## src/rtl/ts4231_pulse_capture_pkg.sv

```systemverilog
// Shared lighthouse definitions: capture state encoding, default widths
// and the saturating counter helper used by the capture datapath.
package ts4231_pulse_capture_pkg;

  typedef enum logic [1:0] {
    ST_DISABLED  = 2'd0,
    ST_WAIT_IDLE = 2'd1,
    ST_ARMED     = 2'd2,
    ST_IN_PULSE  = 2'd3
  } cap_state_t;

  localparam int unsigned DEF_TS_WIDTH  = 24;
  localparam int unsigned DEF_W_WIDTH   = 16;
  localparam int unsigned DEF_MIN_WIDTH = 4;

  function automatic logic [7:0] sat_inc8(input logic [7:0] value);
    logic [7:0] result;
    if (value == 8'hFF) begin
      result = value;
    end else begin
      result = value + 8'd1;
    end
    return result;
  endfunction

endpackage

```

## src/rtl/ts4231_pulse_capture_sync_edge_detect.sv

```systemverilog
// Single-bit 2-flop synchronizer with a third flop holding the previous
// synchronized value, producing rise/fall/change strobes.
module ts4231_pulse_capture_sync_edge_detect #(
  parameter logic RESET_VAL = 1'b0
) (
  input  logic clk,
  input  logic rst,
  input  logic din,
  output logic sync,
  output logic rise,
  output logic fall,
  output logic change
);

  logic meta_r;
  logic sync_r;
  logic prev_r;

  // synchronizer chain plus previous-value register
  always_ff @(posedge clk or posedge rst) begin
    if (rst) begin
      meta_r <= RESET_VAL;
      sync_r <= RESET_VAL;
      prev_r <= RESET_VAL;
    end else begin
      meta_r <= din;
      sync_r <= meta_r;
      prev_r <= sync_r;
    end
  end

  assign sync   = sync_r;
  assign rise   = sync_r & ~prev_r;
  assign fall   = ~sync_r & prev_r;
  assign change = sync_r ^ prev_r;

endmodule

```

## src/rtl/ts4231_pulse_capture.sv

```systemverilog
// TS4231 pulse capture: timestamps each envelope pulse, measures its width
// and D activity, and offers one record at a time over valid/ready.
module ts4231_pulse_capture
  import ts4231_pulse_capture_pkg::*;
#(
  parameter int unsigned TS_WIDTH  = DEF_TS_WIDTH,
  parameter int unsigned W_WIDTH   = DEF_W_WIDTH,
  parameter int unsigned MIN_WIDTH = DEF_MIN_WIDTH
) (
  input  logic                clk,
  input  logic                rst,
  input  logic                configured,
  input  logic                e_in,
  input  logic                d_in,
  output logic                pulse_valid,
  input  logic                pulse_ready,
  output logic [TS_WIDTH-1:0] pulse_ts,
  output logic [W_WIDTH-1:0]  pulse_width,
  output logic [7:0]          pulse_d_edges,
  output logic [7:0]          drop_count
);

  localparam logic [TS_WIDTH-1:0] TS_ONE = {{(TS_WIDTH-1){1'b0}}, 1'b1};
  localparam logic [W_WIDTH-1:0]  W_ONE  = {{(W_WIDTH-1){1'b0}}, 1'b1};
  localparam logic [W_WIDTH-1:0]  W_MAX  = {W_WIDTH{1'b1}};
  localparam logic [W_WIDTH-1:0]  W_MIN  = W_WIDTH'(MIN_WIDTH);

  cap_state_t          state_r;
  cap_state_t          state_nxt_s;
  logic [TS_WIDTH-1:0] ts_cnt_r;
  logic [TS_WIDTH-1:0] start_ts_r;
  logic [W_WIDTH-1:0]  width_cnt_r;
  logic [7:0]          d_edges_r;
  logic                start_pulse_s;
  logic                emit_s;

  logic e_sync_s;
  logic e_rise_s;
  logic e_fall_s;
  logic e_change_unused;
  logic d_sync_unused;
  logic d_rise_unused;
  logic d_fall_unused;
  logic d_change_s;

  // E idles high (no light), so its synchronizer resets high to avoid a false fall
  ts4231_pulse_capture_sync_edge_detect #(.RESET_VAL(1'b1)) u_sync_e (
    .clk    (clk),
    .rst    (rst),
    .din    (e_in),
    .sync   (e_sync_s),
    .rise   (e_rise_s),
    .fall   (e_fall_s),
    .change (e_change_unused)
  );

  ts4231_pulse_capture_sync_edge_detect #(.RESET_VAL(1'b0)) u_sync_d (
    .clk    (clk),
    .rst    (rst),
    .din    (d_in),
    .sync   (d_sync_unused),
    .rise   (d_rise_unused),
    .fall   (d_fall_unused),
    .change (d_change_s)
  );

  // free-running timestamp, wraps naturally
  always_ff @(posedge clk or posedge rst) begin
    if (rst) begin
      ts_cnt_r <= '0;
    end else begin
      ts_cnt_r <= ts_cnt_r + TS_ONE;
    end
  end

  // capture state register
  always_ff @(posedge clk or posedge rst) begin
    if (rst) begin
      state_r <= ST_DISABLED;
    end else begin
      state_r <= state_nxt_s;
    end
  end

  // next-state and pulse start/emit decode; losing configured aborts silently
  always_comb begin
    state_nxt_s   = state_r;
    start_pulse_s = 1'b0;
    emit_s        = 1'b0;
    if (!configured) begin
      state_nxt_s = ST_DISABLED;
    end else begin
      case (state_r)
        ST_DISABLED: begin
          state_nxt_s = ST_WAIT_IDLE;
        end
        ST_WAIT_IDLE: begin
          if (e_sync_s) begin
            state_nxt_s = ST_ARMED;
          end else begin
            state_nxt_s = ST_WAIT_IDLE;
          end
        end
        ST_ARMED: begin
          if (e_fall_s) begin
            state_nxt_s   = ST_IN_PULSE;
            start_pulse_s = 1'b1;
          end else begin
            state_nxt_s = ST_ARMED;
          end
        end
        ST_IN_PULSE: begin
          if (e_rise_s) begin
            state_nxt_s = ST_ARMED;
            emit_s      = (width_cnt_r >= W_MIN);
          end else begin
            state_nxt_s = ST_IN_PULSE;
          end
        end
        default: begin
          state_nxt_s = ST_DISABLED;
        end
      endcase
    end
  end

  // per-pulse measurement: start time, saturating width and D edge count
  always_ff @(posedge clk or posedge rst) begin
    if (rst) begin
      start_ts_r  <= '0;
      width_cnt_r <= '0;
      d_edges_r   <= 8'd0;
    end else if (start_pulse_s) begin
      start_ts_r  <= ts_cnt_r;
      width_cnt_r <= W_ONE;
      d_edges_r   <= 8'd0;
    end else if (state_r == ST_IN_PULSE) begin
      if (width_cnt_r != W_MAX) begin
        width_cnt_r <= width_cnt_r + W_ONE;
      end else begin
        width_cnt_r <= width_cnt_r;
      end
      if (d_change_s) begin
        d_edges_r <= sat_inc8(d_edges_r);
      end else begin
        d_edges_r <= d_edges_r;
      end
    end else begin
      width_cnt_r <= width_cnt_r;
    end
  end

  // one-entry output register; a new record overwrites only a free or departing slot
  always_ff @(posedge clk or posedge rst) begin
    if (rst) begin
      pulse_valid   <= 1'b0;
      pulse_ts      <= '0;
      pulse_width   <= '0;
      pulse_d_edges <= 8'd0;
      drop_count    <= 8'd0;
    end else if (emit_s) begin
      if (!pulse_valid || pulse_ready) begin
        pulse_valid   <= 1'b1;
        pulse_ts      <= start_ts_r;
        pulse_width   <= width_cnt_r;
        pulse_d_edges <= d_edges_r;
      end else begin
        drop_count <= sat_inc8(drop_count);
      end
    end else if (pulse_valid && pulse_ready) begin
      pulse_valid <= 1'b0;
    end else begin
      pulse_valid <= pulse_valid;
    end
  end

endmodule

```

## config.mk

```make
export PLATFORM = sky130hd
export DESIGN_NAME = ts4231_pulse_capture
export DESIGN_NICKNAME = d
export VERILOG_FILES = /design/src/rtl/ts4231_pulse_capture_pkg.sv /design/src/rtl/ts4231_pulse_capture_sync_edge_detect.sv /design/src/rtl/ts4231_pulse_capture.sv
export SDC_FILE = /design/constraint.sdc
export NUM_CORES = 1
export LEC_CHECK = 0
export ABC_AREA = 1
export BUFFER_PORTS_ARGS = -buffer_cell sky130_fd_sc_hd__clkbuf_2
export CORE_AREA = 10 10 147 149
export CTS_BUF_LIST = sky130_fd_sc_hd__clkbuf_4 sky130_fd_sc_hd__clkbuf_8
export DETAILED_ROUTE_END_ITERATION = 7
export DIE_AREA = 0 0 157 159
export PLACE_DENSITY = 0.5
export SLEW_MARGIN = 40
export SYNTH_ARGS = -nofsm -noshare
export SYNTH_HDL_FRONTEND = slang
export SYNTH_SLANG_ARGS = --single-unit
```

## constraint.sdc

```tcl
create_clock -name clk -period 3.95 [get_ports clk]
set_clock_uncertainty 0.2 [all_clocks]
set_input_delay 0 -clock clk [delete_from_list [all_inputs] [get_ports clk]]
set_output_delay 0 -clock clk [all_outputs]
set_load 0.05 [all_outputs]
```

-- Yosys cells after proc, flatten, opt, wreduce, memory -nomap -nowiden
Index checks and enable logic that the tools add are counted.
- bits in registers: 137
- latch bits: 0
- memory bits (writable): 0
- memory bits (read-only): 0
- input bits: 6
- output and inout port bits: 57
- logic and storage cells: 70
- memories: 0
- add/sub/neg operators: 4
- $mul: 0
- divide/modulo/power cells: 0
- order comparisons: 1
- equality and inequality tests: 8
- shifts and indexed selects: 0
- mux-type cells: 21
- bitwise logic cells: 7
- reduce and logical (&&, ||, !) cells: 13
- operator list (cell ; count):
    two-way mux 16 bit ; 3
    two-way mux 8 bit ; 4
    adder 24 x 1 -> 24 bit (second input constant) ; 1
    adder 16 x 1 -> 16 bit (second input constant) ; 1
    adder 8 x 1 -> 8 bit (second input constant) ; 2
    == test 8 bit (second input constant) ; 2
    greater-or-equal comparator 16 x 3 -> 1 bit (second input constant) ; 1
    inequality test 16 bit (second input constant) ; 1
    two-way mux 1 bit ; 11
    case mux 2 bit (4 select lines) ; 1
    nonzero test 2 bit ; 4
    AND reduction 2 bit ; 3
    AND reduction 3 bit ; 2
    == test 2 bit (second input constant) ; 2
    two-way mux 2 bit ; 2
    inverter 1 bit ; 4
    AND 1 bit ; 2
    == test 2 x 1 -> 1 bit (second input constant) ; 1
    zero test 2 bit ; 1
    inequality test 2 x 1 -> 1 bit (second input constant) ; 1
    inequality test 2 bit (second input constant) ; 1
    logical AND 1 bit ; 1
    zero test 1 bit ; 1
    logical OR 1 bit ; 1
    XOR 1 bit ; 1

-- Depth between registers and ports, before layout
Gate-level depths: netlist of run 1.
- depth in word-level cells: 7
- depth in mapped cells: 10
- gate-level depth less buffers: 9

-- Cells and area by module
A second synthesis of run 1 with hierarchy kept.
- cell total of the unflattened synthesis: 768
- area, all modules: 6434.9 sq um
- by module, submodules not included (module ; instances ; cells an instance ; area an instance (sq um) ; seq. area each (sq um)):
    ts4231_pulse_capture ; 1 ; 750 ; 6200.9 ; 3278.1
    ts4231_pulse_capture_sync_edge_detect at u_sync_e ; 1 ; 9 ; 118.9 ; 78.8
    ts4231_pulse_capture_sync_edge_detect at u_sync_d ; 1 ; 9 ; 115.1 ; 75.1

-- Least setup slack after synthesis of run 1
OpenSTA, ideal clock, no wires.
- path type: register -> register
- start: reg drop_count[0]
- end: reg drop_count[7]
- setup time: 0.118 ns
- data arrival time: 1.665 ns
- data required time: 3.632 ns
- path slack: 1.967 ns
- cell stages (with the launch flop): 8
- buffers on the path: 0
- period minus slack after synthesis: 1.983 ns
- path through: dfrtp_1 ha_1 nand3_1 nor2_1 nor2_2 nand3_1 nand2_1 nand2_1
- word-level cells in the longest chain between the ends: 3
- elaborated cells between the ends (all ways): 4
- classes of those cells: 1 x add/sub; 1 x eq/ne; 1 x bitwise; 1 x reduce/logical
- ends and longest elaborated chain (item ; line ; text):
    from (decl) ; ts4231_pulse_capture.sv:20 ; output logic [7:0] drop_count
    from (signal assigned) ; ts4231_pulse_capture.sv:168 ; drop_count <= sat_inc8(drop_count);
    branches (longest 3 deep; another with adder 8 x 1 -> 8 bit) ; -- ;
Several ways; the timed one is not identified.
A chain may end at the register's enable or synchronous reset.

-- Worst setup path after layout of run 1
- start: reg width_cnt_r[11]
- end: reg pulse_ts[12]
- word-level cells in the longest chain between the ends: 5
- ends and longest elaborated chain (item ; line ; text):
    from (decl) ; ts4231_pulse_capture.sv:32 ; logic [W_WIDTH-1:0] width_cnt_r;
    from (signal assigned) ; ts4231_pulse_capture.sv:139 ; width_cnt_r <= width_cnt_r + W_ONE;
    from (signal assigned) ; ts4231_pulse_capture.sv:141 ; width_cnt_r <= width_cnt_r;
    from (signal assigned) ; ts4231_pulse_capture.sv:149 ; width_cnt_r <= width_cnt_r;
    greater-or-equal comparator 16 x 3 -> 1 bit ; ts4231_pulse_capture.sv:115 ; emit_s = (width_cnt_r >= W_MIN);
    two-way mux 1 bit ; ts4231_pulse_capture.sv:113 ; if (e_rise_s) begin
    two-way mux 1 bit ; ts4231_pulse_capture.sv:93 ; case (state_r)
    two-way mux 1 bit ; ts4231_pulse_capture.sv:90 ; if (!configured) begin
    AND reduction 2 bit (no source line) ; -- ;
    to (signal assigned) ; ts4231_pulse_capture.sv:164 ; pulse_ts <= start_ts_r;
    to (decl) ; ts4231_pulse_capture.sv:17 ; output logic [TS_WIDTH-1:0] pulse_ts,
Every way passes these cells.

==> flow_metrics.py, run 1 <==
metrics = {
    "run_status": {
        "run_status": "finished clean",
    },
    "sta": {
        "whs_ns": 0.01051,
        "min_period_ns": 2.467,
        "relSlewSlack_pct": 53.92,
        "max_slew.worst_pin.slew_ns": 0.6904,
        "post-route-period-util_pct": 62.45,
        "hold_violations": 0,
        "rsz0062_at_grt": "false",
        "finalSetupTns_ns": 0,
        "setup_viol": 0,
        "slew_viol_final": 0,
        "fmax_mhz": 405.4,
    },
    "cts": {
        "cts_tree": "built",
        "cts.repair.resized": 0,
        "ctsRootBufferMaster": "clkbuf_8",
        "path_clk_slew_ns": 0.08,
        "clkLatencyLatePin_ns": 0.45,
        "cts-buffers-inserted": 17,
        "cts_sinks": 137,
        "cts_htree_levels": 4,
        "cts_buffer_depth": 2,
    },
    "synthesis": {
        "syn_inst": 731,
        "synth.distinct_cells": 26,
        "ys_seq_area_share_pct": 55.35,
        "netlist_area_mm2": 0.006201,
        "synth_seq_cells": 137,
        "syn_nets": 742,
        "yosysWarnings": 0,
        "synth.avg_cell_area_um2": 8.483,
    },
    "floorplan": {
        "chipHeight_um": 159,
        "core-area_mm2": 0.01858,
        "die_w_um": 157,
        "die_area_mm2": 0.02496,
        "initial_core_util_pct": 33.37,
        "row_count": 50,
        "num_io_pins": 63,
    },
    "route": {
        "wl_um": 13870,
        "vias": 4738,
        "viasPerCell": 4.504,
        "initialDrtViolationCount": 288,
        "routedWlPerCell_um": 13.19,
        "remaining_drc_errors": 0,
        "drt-pass1-iter-count": 4,
        "ant_nets": 0,
    },
    "global_routing": {
        "grt_max_degree": 74,
        "grt_pass1_wl_um": 23430,
        "grt_pass1_vias": 4653,
        "grtUsageTotal_pct": 11.58,
        "antenna_found_initial": 0,
        "grt-ovfl-total": 0,
    },
    "placement": {
        "gp_congestion": 0.8187,
        "dp_hpwl_um": 9863,
        "io_buffers": 62,
    },
    "worst_setup_path": {
        "worstPathArrival_ns": 2.58,
        "crit_path_start_kind": "flip-flop",
        "worstPathMaxFanout": 65,
        "cp.required_ns": 4.06,
        "worstSetupPathType": "flip-flop to flip-flop",
        "end_kind": "flip-flop",
    },
    "finish": {
        "nets": 816,
        "area_growth_syn_to_layout_pct": 15.90,
        "drive_gt1_share_pct": 13.45,
        "antennaDiodeCount": 0,
        "utilization_pct": 38.68,
    },
    "flow_run": {
        "drv_cap": 0,
    },
    "worst_hold_path": {
        "hp-class": "primary input to asynchronous set/reset pin",
    },
    "power": {
        "ir_drop_uv": 187.6,
        "power.leakage_nw": 3.464,
        "power_density_mw_per_mm2": 421.8,
    },
}
## cell families after synthesis
family	count (synthesis)	share of synthesized area (%)
AOI/OAI and AO/OA	91	7.345
xor gates and xnor gates	34	4.802
and+or+nand+nor	353	23.93
DFF	137	55.35
buffers and inverters	111	7.566
adders and majority gates	5	1.009
## placed cells by master, fill, tap and decap left out, drive strengths merged
| cell | count |
|---|---|
| nand3 | 39 |
| inv | 91 |
| o21ai | 89 |
| dfrtp | 134 |
| clkbuf | 79 |
| nor3 | 14 |
| clkinv | 8 |
| dfstp | 3 |
| nor2 | 51 |
| clkinvlp | 6 |
| nand4 | 21 |
| nand3b | 1 |
| buf | 5 |
| xnor2 | 3 |
| or2 | 1 |
| bufinv | 2 |
| xor2 | 31 |
| nand2 | 226 |
| a21oi | 2 |
| dlygate4sd3 | 7 |
| ha | 5 |
## repair_timing
item / 4_1_cts / 5_1_grt
setup buffers: 0 / 0
endpoints found under the hold margin: 84 / 0
setup endpoints to repair: 0 / 0
hold buffers: 7 / 0
## worst max-delay path: stages, from the launching register on
cell	delay (ns)
dfrtp_1	0.44
inv_1	0.14
nand3_1	0.09
nor2_1	0.18
nand2_2	0.20
nand3_4	0.30
buf_4	0.55
o21ai_0	0.15
## path summary, 6_finish.rpt
kind                                        end       startpoint  slack (ns)  cells after the start
worst max-delay path               pulse_ts[12]  width_cnt_r[11]        1.48                      7
worst min-delay path            u_sync_d.meta_r              rst        0.01                      3
worst max register to register     pulse_ts[12]  width_cnt_r[11]        1.48                      7
worst min register to register    u_sync_d.sync  u_sync_d.meta_r        0.15                      0
max in group asynchronous        width_cnt_r[9]              rst        2.65                      4
min in group clk                  u_sync_d.sync  u_sync_d.meta_r        0.15                      0
## cell type report
type | count | area (um^2)
Fill cell | 1922 | 11390
Sequential cell | 137 | 3432
Multi-Input combinational cell | 483 | 2305
Timing Repair Buffer | 74 | 417.9
Inverter | 92 | 350.3
Tap cell | 234 | 292.8
Clock buffer | 17 | 234.0
Clock inverter | 15 | 155.1
## per-layer routing
metal  share of wire (%)  GRT usage [%]
met1                  47          14.46
met4                 1.3          3.991
met5                   0              0
met3                 4.3          3.562
met2                  48          18.46
## synth_stat cells
cell type | n | area share (%)
nand3b_1 | 1 | 0.12
buf_2 | 5 | 0.40
nor3_4 | 1 | 0.26
a21oi_1 | 2 | 0.16
nand2_2 | 3 | 0.30
buf_1 | 2 | 0.12
nor3_1 | 13 | 1.0
clkinv_1 | 1 | 0.060
o21ai_1 | 31 | 2.5
clkbuf_1 | 5 | 0.30
ha_1 | 5 | 1.0
xor2_1 | 31 | 4.4
xnor2_1 | 3 | 0.42
dfrtp_1 | 134 | 54
nand3_1 | 38 | 3.1
or2_1 | 1 | 0.10
clkbuf_2 | 1 | 0.081
nand3_4 | 1 | 0.28
dfstp_2 | 3 | 1.3
buf_6 | 6 | 1.1
inv_1 | 91 | 5.5
nand2_1 | 223 | 13
nor2_1 | 50 | 3.0
nand4_1 | 21 | 2.1
nor2_2 | 1 | 0.10
o21ai_0 | 58 | 4.7
## metrics by stage
step / setup WS (ns) / cells / power [W] / area, um^2
after CTS: 1.478 / 1052 / 0.003073 / 7187
final: 1.483 / 1052 / 0.003032 / 7187
after global routing: 1.283 / 1052 / 0.003192 / 7187
after global placement: 1.471 / 1013 / 0.001931 / 6728
after floorplan: 0.08715 / 731 / 0.001838 / 6201
after detailed placement: 1.486 / 1013 / 0.001935 / 6728
## power by group
group	internal [W]	switching, W	total, W
combinational	0.000100	0.000253	0.000353
clock	0.000558	0.000567	0.00112
sequential	0.00148	0.0000730	0.00155
## flip-flops by register name, indices dropped and copies added (netlist names), 2 cells and up
register and flops:
d_edges_r 8, pulse_ts 24, drop_count 8, ts_cnt_r 24, pulse_d_edges 8, state_r 2, width_cnt_r 16, pulse_width 16
start_ts_r 24
No activity file was read; power rests on OpenSTA's default activity.
==> run 2, diff against run 1 <==
PLACE_DENSITY = 0.48   (was 0.5)
clock period = 2.3 ns   (was 3.95 ns; I/O delays follow)
==> flow_metrics.py, run 2 (synthesized netlist as in run 1, its figures left out) <==
metrics = {
    "worst_setup_path": {
        "crit_family": "simple AND/OR/NAND/NOR gates",
        "slowest_delay_ns": 0.42,
        "cp_cell_sequence": "ha_1 -> nand3_1 -> inv_1 -> nand2_1 -> nor2_1 -> nand2_1 -> nand2_4 -> o21ai_0",
        "worstPathArrival_ns": 2.08,
        "startpoint": "width_cnt_r[1]",
        "worstSetupPathDepth": 8,
        "cp.buffers_inverters": 1,
        "endpoint": "width_cnt_r[12]",
        "crit_path_start_kind": "flip-flop",
        "r2r-start": "width_cnt_r[1]",
        "end_kind": "flip-flop",
        "worstPathMaxFanout": 28,
        "rr_endpoint": "width_cnt_r[12]",
        "slowest_stage": "dfrtp_1",
        "r2r_slack_ns": 0.33,
        "worstSetupPathType": "flip-flop to flip-flop",
        "crit_path_frequent_cell": "nand2_1",
        "reg2reg_depth": 8,
        "cp.required_ns": 2.41,
    },
    "global_routing": {
        "grt_pass1_wl_um": 23850,
        "grtUsageTotal_pct": 11.58,
        "grt-ovfl-total": 0,
        "grt_max_degree": 138,
        "antenna_found_initial": 0,
        "grt_pass1_vias": 4869,
    },
    "power": {
        "sequentialPowerShare_pct": 47.5,
        "swShare_pct": 27.70,
        "power.leakage_nw": 3.548,
        "ir_drop_uv": 314.8,
        "clkPwrFrac_pct": 41.2,
        "p_int_w": 0.004057,
        "power_density_mw_per_mm2": 764.9,
        "combPwrFrac_pct": 11.3,
        "p_sw_w": 0.001554,
    },
    "sta": {
        "slew_viol_final": 0,
        "setup_viol": 0,
        "relSlewSlack_pct": 52.20,
        "fmax_mhz": 508.9,
        "max_slew.worst_pin.slew_ns": 0.7170,
        "min_period_ns": 1.965,
        "rsz0062_at_grt": "false",
        "post-route-period-util_pct": 85.44,
        "hold_violations": 0,
        "finalSetupTns_ns": 0,
    },
    "cts": {
        "cts_buffer_depth": 2,
        "cts_htree_levels": 4,
        "ctsRootBufferMaster": "clkbuf_8",
        "path_clk_slew_ns": 0.08,
        "cts-buffers-inserted": 17,
        "cts_sinks": 137,
        "cts_tree": "built",
        "clkLatencyLatePin_ns": 0.44,
    },
    "finish": {
        "final_cell_count_no_fill": 1056,
        "final_common_cell": "nand2_1",
        "area_growth_syn_to_layout_pct": 18.30,
        "nets": 820,
        "antennaDiodeCount": 0,
        "final_design_area_no_fill_mm2": 0.007336,
        "fillers": 1879,
        "drive_gt1_share_pct": 13.87,
        "final_cell_mix": "nand2_1 (223), dfrtp_1 (134), inv_1 (90), clkbuf_2 (62), o21ai_0 (58)",
        "top_regs": "pulse_ts x24, start_ts_r x24, ts_cnt_r x24",
    },
    "placement": {
        "dp.cells": 1017,
        "placed_area_mm2": 0.006794,
        "gp_congestion": 0.8761,
        "io_buffers": 62,
        "dp_hpwl_um": 9974,
    },
    "route": {
        "routedWlPerCell_um": 13.16,
        "wl_um": 13900,
        "vias": 4904,
        "remaining_drc_errors": 0,
        "ant_nets": 0,
        "initialDrtViolationCount": 357,
        "drt-pass1-iter-count": 5,
        "viasPerCell": 4.644,
    },
    "floorplan": {
        "num_io_pins": 63,
        "chipHeight_um": 159,
        "die_area_mm2": 0.02496,
        "die_w_um": 157,
        "row_count": 50,
        "core-area_mm2": 0.01858,
        "initial_core_util_pct": 33.37,
    },
    "run_status": {
        "run_status": "finished clean",
    },
    "flow_run": {
        "drv_cap": 0,
    },
    "worst_hold_path": {
        "hp-class": "primary input to asynchronous set/reset pin",
    },
}
==> run 2: per-layer routing <==
| layer | track usage, % | part of all wire, % | up-vias |
|---|---|---|---|
| li1 | - | - | 2466 |
| met1 | 14.45 | 45 | 2342 |
| met2 | 18.50 | 49 | 81 |
| met3 | 3.427 | 4.4 | 15 |
| met4 | 4.163 | 1.5 | 0 |
| met5 | 0 | 0 | - |
==> run 2: cell type report <==
cell class	instances	area (um^2)	area share, %
clock inverters	14	219.0	2.985
repair buffers	78	485.5	6.618
well taps	234	292.8	3.991
multi-input cells	483	2310	31.49
flip-flops and latches	137	3432	46.78
clock buffers	18	247.7	3.377
inverters	92	349.1	4.759
==> run 2: how the worst min path moves through the flow <==
stage                       to        from  slack, ns  cells after the start
6_report          pulse_ts[21]         rst       0.12                      4
5_1_grt           pulse_ts[21]         rst       0.16                      4
4_1_cts             state_r[0]  configured       0.13                      4
3_5_place_dp   u_sync_e.meta_r        e_in      -0.11                      1
3_3_place_gp   u_sync_e.meta_r        e_in      -0.11                      1
2_1_floorplan  u_sync_e.meta_r        e_in      -0.20                      0
==> run 2: per-stage QoR <==
step | setup WS [ns] | utilization (%) | hold WS, ns | power [W]
6_report | 0.3349 | 39.48 | 0.1166 | 0.005611
5_1_grt | 0.1893 | 39.48 | 0.1594 | 0.005894
4_1_cts | 0.2280 | 39.45 | 0.1293 | 0.005689
3_5_place_dp | 0.2502 | 36.57 | -0.1108 | 0.003347
3_3_place_gp | 0.3172 | 36.57 | -0.1093 | 0.003337
2_1_floorplan | 0.3168 | - | -0.1955 | 0.003158
==> run 2: power by group through the flow <==
stage               clock (W)  sequential, W  combinational [W]
detailed placement          0        0.00271           0.000633
global placement            0        0.00271           0.000629
CTS                   0.00238        0.00267           0.000646
finish                0.00231        0.00267           0.000634
floorplan                   0        0.00282           0.000341
global route          0.00248        0.00269           0.000722
==> run 2: repair_timing <==
action | in CTS | in global routing
hold buffers | 7 | 0
gates resized for setup | 0 | 1
buffers inserted | 0 | 0
setup endpoints to repair | 0 | 1
hold endpoints to repair | 152 | 0
==> run 2: tightest hold or removal path, stage by stage <==
cell and delay (ns):
dlygate4sd3_1 0.53, clkbuf_2 0.12, clkinvlp_4 0.07, buf_12 0.52
==> run 3, diff against run 2 <==
CORE_AREA = 10 10 149 151   (was 10 10 147 149)
DIE_AREA = 0 0 159 161   (was 0 0 157 159)
SYNTH_HIERARCHICAL = 1   (was default)
==> flow_metrics.py, run 3 <==
metrics = {
    "sta": {
        "slew_viol_final": 0,
        "whs_ns": 0.1490,
        "rsz0062_at_grt": "false",
        "min_period_ns": 2.016,
        "finalSetupTns_ns": 0,
        "setup_viol": 0,
        "relSlewSlack_pct": 67.46,
        "max_slew.worst_pin.slew_ns": 0.4871,
        "fmax_mhz": 495.9,
        "hold_violations": 0,
        "post-route-period-util_pct": 87.67,
    },
    "worst_setup_path": {
        "worstSetupPathType": "flip-flop to flip-flop",
        "cp.required_ns": 2.49,
        "crit_path_start_kind": "flip-flop",
        "worstPathMaxFanout": 32,
        "worstPathArrival_ns": 2.21,
        "cp_cell_sequence": "inv_1 -> ha_1 -> nand4_1 -> buf_12 -> clkinv_1 -> nor3_1 -> nand2_1 -> nand2_1",
        "slowest_delay_ns": 0.57,
        "crit_path_frequent_cell": "nand2_1",
        "end_kind": "flip-flop",
        "slowest_stage": "dfstp_2",
    },
    "placement": {
        "placed_area_mm2": 0.007098,
        "gp_congestion": 0.8333,
        "dp.cells": 1082,
        "io_buffers": 62,
        "dp_hpwl_um": 11000,
    },
    "synthesis": {
        "synth.avg_cell_area_um2": 8.385,
        "syn_inst": 765,
        "syn_nets": 779,
        "netlist_area_mm2": 0.006415,
        "yosysWarnings": 6,
    },
    "run_status": {
        "run_status": "finished clean",
    },
    "finish": {
        "fillers": 2006,
        "nets": 858,
        "final_cell_count_no_fill": 1122,
        "multi_input_area_mm2": 0.002536,
        "top_regs": "pulse_ts x24, start_ts_r x24, ts_cnt_r x24",
        "final_cell_mix": "nand2_1 (260), dfrtp_1 (134), nand4_1 (73), inv_1 (72), clkbuf_2 (62)",
        "area_growth_syn_to_layout_pct": 19.08,
        "final_common_cell": "nand2_1",
        "drive_gt1_share_pct": 15.05,
        "antennaDiodeCount": 0,
        "regArea_mm2": 0.003432,
        "final_design_area_no_fill_mm2": 0.007639,
    },
    "route": {
        "ant_nets": 0,
        "remaining_drc_errors": 0,
        "vias": 5189,
        "drt-pass1-iter-count": 4,
        "initialDrtViolationCount": 388,
        "viasPerCell": 4.625,
        "routedWlPerCell_um": 13.91,
        "wl_um": 15600,
    },
    "power": {
        "sequentialPowerShare_pct": 46.7,
        "combPwrFrac_pct": 13.8,
        "ir_drop_uv": 378.7,
        "swShare_pct": 28.87,
        "p_int_w": 0.004088,
        "clkPwrFrac_pct": 39.5,
        "power_density_mw_per_mm2": 752.3,
        "power.leakage_nw": 3.982,
        "p_sw_w": 0.001659,
    },
    "global_routing": {
        "grt_pass1_wl_um": 26880,
        "grtUsageTotal_pct": 12.62,
        "grt-ovfl-total": 0,
        "antenna_found_initial": 0,
        "grt_max_degree": 70,
        "grt_pass1_vias": 5199,
    },
    "cts": {
        "ctsRootBufferMaster": "clkbuf_8",
        "cts_buffer_depth": 2,
        "cts_htree_levels": 4,
        "clkLatencyLatePin_ns": 0.46,
        "path_clk_slew_ns": 0.08,
        "cts-buffers-inserted": 17,
        "cts_sinks": 137,
        "cts_tree": "built",
        "cts.repair.resized": 0,
    },
    "floorplan": {
        "die_w_um": 159,
        "die_area_mm2": 0.02560,
        "num_io_pins": 63,
        "core-area_mm2": 0.01921,
        "row_count": 51,
        "chipHeight_um": 161,
        "initial_core_util_pct": 33.40,
    },
    "flow_run": {
        "drv_cap": 0,
    },
    "worst_hold_path": {
        "hp-class": "primary input to flip-flop",
    },
}
run 3: worst max-delay path, delay by kind of cell, from the launching register on:
kind / cells / cell delay, ns
simple gates: 4 / 0.57
fa+ha+maj: 1 / 0.21
flops: 1 / 0.57
buf+inv: 3 / 0.40
run 3: final timing paths:
check                                      from              to  slack [ns]  cells after the start
max in group asynchronous                   rst     ts_cnt_r[5]        0.65                      5
worst min-delay path                 configured      state_r[1]        0.15                      4
worst min register to register  u_sync_d/meta_r   u_sync_d/sync        0.15                      0
worst max-delay path              u_sync_e/sync  width_cnt_r[8]        0.28                      8
min in group asynchronous                   rst   u_sync_d/sync        0.38                      4
worst max register to register    u_sync_e/sync  width_cnt_r[8]        0.28                      8
run 3: timing repair:
action	CTS	global route
buffers inserted	0	0
endpoints found under the hold margin	157	0
hold buffers	8	0
run 3: layout make-up:
| type | count | area share (%) |
|---|---|---|
| tap | 265 | 4.341 |
| timing repair buffer | 92 | 7.764 |
| multi-input combinational | 521 | 33.20 |
| clock inverter | 10 | 2.146 |
| sequential | 137 | 44.93 |
| inverter | 75 | 3.735 |
| clock buffer | 22 | 3.882 |
run 3: metrics by stage:
stage	util [%]	total power, W	worst slack (ns)
finish	39.77	0.005746	0.2835
global placement	36.96	0.003529	0.3164
detailed placement	36.96	0.003531	0.2933
global route	39.77	0.006050	0.1351
CTS	39.77	0.005837	0.2652
floorplan	-	0.003282	0.3201
run 3: power groups by stage:
stage	registers, W	logic [W]	clock network (W)
final	0.00269	0.000791	0.00227
after global routing	0.00271	0.000896	0.00245
after floorplan	0.00283	0.000452	0
after detailed placement	0.00273	0.000796	0
after CTS	0.00269	0.000809	0.00234
after global placement	0.00274	0.000792	0
run 3: routing by layer:
metal	wire [um]	GRT usage (%)
met2	6853	18.69
met3	692	3.864
met5	0	0
met1	7879	17.45
met4	179	3.454
